### src/rtl/uart_pkg.sv
// Shared UART definitions: the state encoding used by RX and TX, oversampling constants
// and the legal stop-bit tick counts.
package uart_pkg;

  localparam int unsigned OVERSAMPLE  = 16;
  localparam int unsigned MID_TICK    = 7;
  localparam int unsigned S_CNT_W     = 5;

  localparam int unsigned SB_TICK_1   = 16;
  localparam int unsigned SB_TICK_1P5 = 24;
  localparam int unsigned SB_TICK_2   = 32;

  typedef enum logic [2:0] {
    ST_IDLE   = 3'd0,
    ST_START  = 3'd1,
    ST_DATA   = 3'd2,
    ST_PARITY = 3'd3,
    ST_STOP   = 3'd4,
    ST_BREAK  = 3'd5
  } uart_state_e;

endpackage

### src/rtl/uart_sync2.sv
// Two-flop synchronizer for an asynchronous single-bit input; RST_VAL sets the reset level.
module uart_sync2 #(
  parameter logic RST_VAL = 1'b1
) (
  input  logic clk,
  input  logic reset_n,
  input  logic i_async,
  output logic o_sync
);

  logic [1:0] r_ff;

  always_ff @(posedge clk or negedge reset_n) begin
    if (!reset_n) begin
      r_ff <= {2{RST_VAL}};
    end else begin
      r_ff <= {r_ff[0], i_async};
    end
  end

  assign o_sync = r_ff[1];

endmodule

### src/rtl/uart_rx_core.sv
// UART receiver with 16x oversampling; one rx_done_tick per frame with data and error flags.
// Optional parity state and ports are built in when UART_RX_PARITY_EN is defined.
module uart_rx_core
  import uart_pkg::*;
#(
  parameter int unsigned DBIT    = 8,
  parameter int unsigned SB_TICK = SB_TICK_1
) (
  input  logic            clk,
  input  logic            reset_n,
  input  logic            s_tick,
  input  logic            rx,
`ifdef UART_RX_PARITY_EN
  input  logic            parity_odd,
  output logic            parity_err,
`endif
  output logic [DBIT-1:0] rx_data,
  output logic            rx_done_tick,
  output logic            rx_busy,
  output logic            frame_err
);

  localparam int unsigned N_CNT_W = 3;
  localparam logic [S_CNT_W-1:0] S_MID  = S_CNT_W'(MID_TICK);
  localparam logic [S_CNT_W-1:0] S_LAST = S_CNT_W'(OVERSAMPLE - 1);
  localparam logic [S_CNT_W-1:0] S_STOP = S_CNT_W'(SB_TICK - 1);
  localparam logic [N_CNT_W-1:0] N_LAST = N_CNT_W'(DBIT - 1);

  uart_state_e          r_state;
  logic [S_CNT_W-1:0]   r_s_cnt;
  logic [N_CNT_W-1:0]   r_n_cnt;
  logic [DBIT-1:0]      r_shift;
  logic [DBIT-1:0]      r_rx_data;
  logic                 r_done;
  logic                 r_busy;
  logic                 r_ferr;
  logic                 w_rx_s;
`ifdef UART_RX_PARITY_EN
  logic                 r_par_bit;
  logic                 r_perr;
`endif

  uart_sync2 #(.RST_VAL(1'b1)) u_sync_rx (
    .clk     (clk),
    .reset_n (reset_n),
    .i_async (rx),
    .o_sync  (w_rx_s)
  );

  // Frame sequencer; busy is updated on every transition so it mirrors state != IDLE.
  always_ff @(posedge clk or negedge reset_n) begin
    if (!reset_n) begin
      r_state   <= ST_IDLE;
      r_s_cnt   <= '0;
      r_n_cnt   <= '0;
      r_shift   <= '0;
      r_rx_data <= '0;
      r_done    <= 1'b0;
      r_busy    <= 1'b0;
      r_ferr    <= 1'b0;
`ifdef UART_RX_PARITY_EN
      r_par_bit <= 1'b0;
      r_perr    <= 1'b0;
`endif
    end else begin
      r_done <= 1'b0;
      case (r_state)
        ST_IDLE: begin
          if (!w_rx_s) begin
            r_state <= ST_START;
            r_s_cnt <= '0;
            r_busy  <= 1'b1;
          end
        end
        ST_START: begin
          if (s_tick) begin
            if (r_s_cnt == S_MID) begin
              r_s_cnt <= '0;
              if (!w_rx_s) begin
                r_state <= ST_DATA;
                r_n_cnt <= '0;
              end else begin
                r_state <= ST_IDLE;
                r_busy  <= 1'b0;
              end
            end else begin
              r_s_cnt <= r_s_cnt + S_CNT_W'(1);
            end
          end
        end
        ST_DATA: begin
          if (s_tick) begin
            if (r_s_cnt == S_LAST) begin
              r_s_cnt <= '0;
              r_shift <= {w_rx_s, r_shift[DBIT-1:1]};
              if (r_n_cnt == N_LAST) begin
`ifdef UART_RX_PARITY_EN
                r_state <= ST_PARITY;
`else
                r_state <= ST_STOP;
`endif
              end else begin
                r_n_cnt <= r_n_cnt + N_CNT_W'(1);
              end
            end else begin
              r_s_cnt <= r_s_cnt + S_CNT_W'(1);
            end
          end
        end
`ifdef UART_RX_PARITY_EN
        ST_PARITY: begin
          if (s_tick) begin
            if (r_s_cnt == S_LAST) begin
              r_s_cnt   <= '0;
              r_par_bit <= w_rx_s;
              r_state   <= ST_STOP;
            end else begin
              r_s_cnt <= r_s_cnt + S_CNT_W'(1);
            end
          end
        end
`endif
        ST_STOP: begin
          if (s_tick) begin
            if (r_s_cnt == S_STOP) begin
              r_s_cnt   <= '0;
              r_rx_data <= r_shift;
              r_done    <= 1'b1;
              r_ferr    <= ~w_rx_s;
`ifdef UART_RX_PARITY_EN
              r_perr    <= (^r_shift) ^ r_par_bit ^ parity_odd;
`endif
              if (w_rx_s) begin
                r_state <= ST_IDLE;
                r_busy  <= 1'b0;
              end else begin
                r_state <= ST_BREAK;
              end
            end else begin
              r_s_cnt <= r_s_cnt + S_CNT_W'(1);
            end
          end
        end
        // Held-low line: wait for the line to recover instead of framing garbage.
        ST_BREAK: begin
          if (w_rx_s) begin
            r_state <= ST_IDLE;
            r_busy  <= 1'b0;
          end
        end
        default: begin
          r_state <= ST_IDLE;
          r_busy  <= 1'b0;
        end
      endcase
    end
  end

  assign rx_data      = r_rx_data;
  assign rx_done_tick = r_done;
  assign rx_busy      = r_busy;
  assign frame_err    = r_ferr;
`ifdef UART_RX_PARITY_EN
  assign parity_err   = r_perr;
`endif

endmodule

### config.mk
export PLATFORM = sky130hd
export DESIGN_NAME = uart_rx_core
export DESIGN_NICKNAME = d
export VERILOG_FILES = /design/src/rtl/uart_pkg.sv /design/src/rtl/uart_sync2.sv /design/src/rtl/uart_rx_core.sv
export SDC_FILE = /design/constraint.sdc
export NUM_CORES = 1
export LEC_CHECK = 0
export CAP_MARGIN = 20
export CORE_UTILIZATION = 42
export DETAILED_ROUTE_END_ITERATION = 8
export PLACE_DENSITY_LB_ADDON = 0.15
export SLEW_MARGIN = 0
export SYNTH_ARGS = -nofsm -noshare
export SYNTH_HDL_FRONTEND = slang
export SYNTH_SLANG_ARGS = --single-unit
### constraint.sdc
create_clock -name clk -period 1.8 [get_ports clk]
set_input_delay 0.36 -clock clk [delete_from_list [all_inputs] [get_ports clk]]
set_output_delay 0.36 -clock clk [all_outputs]
set_load 0.05 [all_outputs]
==> impl_metrics.tcl <==
set metrics [dict create \
    hold_violations 0 \
    end_kind "flop" \
    pin_count 15 \
    ys_async_sr_fraction_pct 100 \
    syn_inst 150 \
    worst-path-max-fanout 5 \
    yosysMostFrequentCell "dfrtp_1" \
    drtAntennaViolNets 0 \
    synth_top_cell_area_share_pct 46.6 \
    place_area_um2 1940 \
    wl_um 3490 \
    drive_gt1_share_pct 37.4 \
    hold_class "flop to flop" \
    slew_headroom_pct 79.6 \
    numCtsBuffers 5 \
    root_buffer "clkbuf_8" \
    post_drt_wl_per_cell_um 14.8 \
    clock.fmax_ghz 0.571 \
    start_util_pct 44.0 \
    grtUsageTotal_pct 19.0 \
    fp.dieH_um 63.9 \
    r2r_slack_ns 0.05 \
    stdcell_area_um2 2090 \
    grt_overflow 0 \
    fin_skew_ns 0.0131 \
    start_kind "flop" \
    synth_common_cells "dfrtp_1 (30), mux2_2 (18), nand2_1 (16)" \
    std_cell_rows 22 \
    clkPwrFrac_pct 28.7 \
    path_cells "ha_4 > buf_4 > and4b_1 > o21ai_0 > and3_4 > nand2_1 > o22ai_1" \
    min_period_ns 1.75 \
    status "complete, no violations" \
    rsz0062_at_grt "yes" \
    drv_slew 0 \
    cts_tree "yes" \
    cts_buffer_depth 2 \
    synth_area_leaders "dfrtp_1 (47%), mux2_2 (13%), nand2_1 (3.7%)" \
    cp_slowest_cell "dfrtp_1" \
    drtIter0Drc 75 \
    yosysSeqAreaShare_pct 49.9 \
    setup_violations 0 \
    syn2layout_area_growth_pct 29.8 \
    clk_latency_ns 0.29 \
    htree_levels 2 \
    final_core_util_pct 57.1 \
    critPathKind "flop to flop" \
    antennaDiodeCount 0 \
    p_sw_share_pct 32.4 \
    avgSynthCellArea_um2 10.7 \
    die_w_um 63.9 \
    power.density_nw_per_um2 1130 \
    synth_flop_cell "dfrtp_1" \
    ys_ff_latch 32 \
    max_stage_delay_ns 0.41 \
    cap_violations 0 \
    yosysUniqueCellTypes 40 \
    ys_warn_count 0 \
    worst_slew_pin_slew_ns 0.307 \
    p_comb_share_pct 32.8 \
    critical_path_arrival_ns 1.95 \
    core-area_um2 3660 \
    path_clk_slew_ns 0.08 \
    synth_area_um2 1610 \
    cts.sinks 32 \
    viasPerCell 5.36 \
    period_share_pct 97.3 \
    synth_top_cell_by_area "dfrtp_1" \
    grt_pass1_wl_um 5930 \
    grt_max_degree 33 \
    io_buffer_count 14 \
    seqPwrFrac_pct 38.5 \
    first_pass_iters 4 \
    p_leak_nw 1.03 \
    antenna_found_initial 0 \
    place_hpwl_um 2470 \
    synth_edf_count 0 \
    worstPathRequired_ns 2.00 \
    p_sw_w 0.000767 \
    synth_nets 158 \
    gp_congestion 0.854 \
    peakVddDrop_mv 1.19 \
    die_area_um2 4090 \
    final_nets 194 \
    num_vias 1260 \
    internal_power_w 0.00160 \
    grt_pass1_vias 1289 \
    drc 0 \
]
logic make-up (layout without fill, tap and decap cells):
kind of cell,count (synthesis),after routing,share of synthesized area (%)
flops,32,32,49.9
mux,21,21,14.5
fa+ha+maj,5,5,3.73
simple gates,49,49,17.4
compound gates,30,30,11.4
buf+inv,13,50,3.11
power groups by stage:
| stage | logic, W | clock network [W] | registers [W] |
|---|---|---|---|
| floorplan | 0.000437 | 0 | 0.000940 |
| global placement | 0.000680 | 0 | 0.000913 |
| detailed placement | 0.000714 | 0 | 0.000923 |
| CTS | 0.000738 | 0.000700 | 0.000908 |
| global route | 0.000871 | 0.000736 | 0.000925 |
| finish | 0.000778 | 0.000679 | 0.000913 |
cell usage in the layout (no fill, tap or decap), types with 2 or more instances in the layout:
| master | n |
|---|---|
| nand2b_1 | 6 |
| buf_12 | 3 |
| nor2_1 | 6 |
| clkbuf_8 | 5 |
| dfrtp_1 | 30 |
| dfstp_2 | 2 |
| or2_2 | 3 |
| buf_4 | 29 |
| o22ai_1 | 3 |
| ha_1 | 3 |
| nor3_1 | 2 |
| clkdlybuf4s50_1 | 2 |
| a21oi_1 | 11 |
| inv_1 | 7 |
| nor4_1 | 2 |
| nand2_1 | 16 |
| mux2_2 | 18 |
| o21ai_0 | 5 |
| o21ai_1 | 2 |
| mux2i_1 | 3 |
worst max-delay path, delay by kind of cell (launching register included):
family	cells	cell delay [ns]
buffers and inverters	1	0.14
and+or+nand+nor	3	0.56
adders and majority gates	1	0.18
AOI/OAI and AO/OA	2	0.39
DFF	1	0.41
through the flow:
step | power [W] | TNS [ns] | hold slack [ns] | cells | setup WS [ns]
after CTS | 0.00235 | 0 | 0.360 | 234 | 0.000865
after floorplan | 0.00138 | 0 | 0.0644 | 150 | 0.0127
final | 0.00237 | 0 | 0.359 | 235 | 0.0483
after global placement | 0.00159 | -4.30 | 0.348 | 224 | -0.264
after global routing | 0.00253 | -0.0113 | 0.367 | 235 | -0.00656
after detailed placement | 0.00164 | -4.74 | 0.350 | 224 | -0.300
state kept, by name, summed over array words and instances, names as in the netlist:
signal,cells
rx_busy,1
r_s_cnt,5
frame_err,1
r_n_cnt,3
r_state,3
u_sync_rx.r_ff,2
r_shift,8
rx_data,8
rx_done_tick,1
repair_timing:
item,4_1_cts,5_1_grt
setup buffers,2,1
gates resized for setup,0,6
hold buffers,0,0
setup endpoints to repair,4,20
cloned,0,0
area by class of cell:
| type | instances | area, um2 |
|---|---|---|
| clock buffer | 5 | 68.8 |
| clock inverter | 3 | 42.5 |
| fill | 305 | 1570 |
| inverter | 7 | 26.3 |
| multi-input combinational | 105 | 779 |
| sequential | 32 | 803 |
| tap | 48 | 60.1 |
| timing repair buffer | 35 | 310 |
routing by layer:
layer / wire length [um] / global-route usage, %
met5: 0 / 0
met4: 17 / 5.68
met3: 171 / 5.89
met2: 1690 / 31.4
met1: 1610 / 23.8
worst paths after layout:
check / startpoint / endpoint / depth (start not counted)
worst max-delay path: r_s_cnt[1] / r_s_cnt[3] / 7
worst min-delay path: u_sync_rx.r_ff[0] / u_sync_rx.r_ff[1] / 0
worst max register to register: r_s_cnt[1] / r_s_cnt[3] / 7
worst min register to register: u_sync_rx.r_ff[0] / u_sync_rx.r_ff[1] / 0
max in group asynchronous: reset_n / u_sync_rx.r_ff[1] / 2
min in group asynchronous: reset_n / r_state[2] / 2
Power figures use the tool's default switching activity.
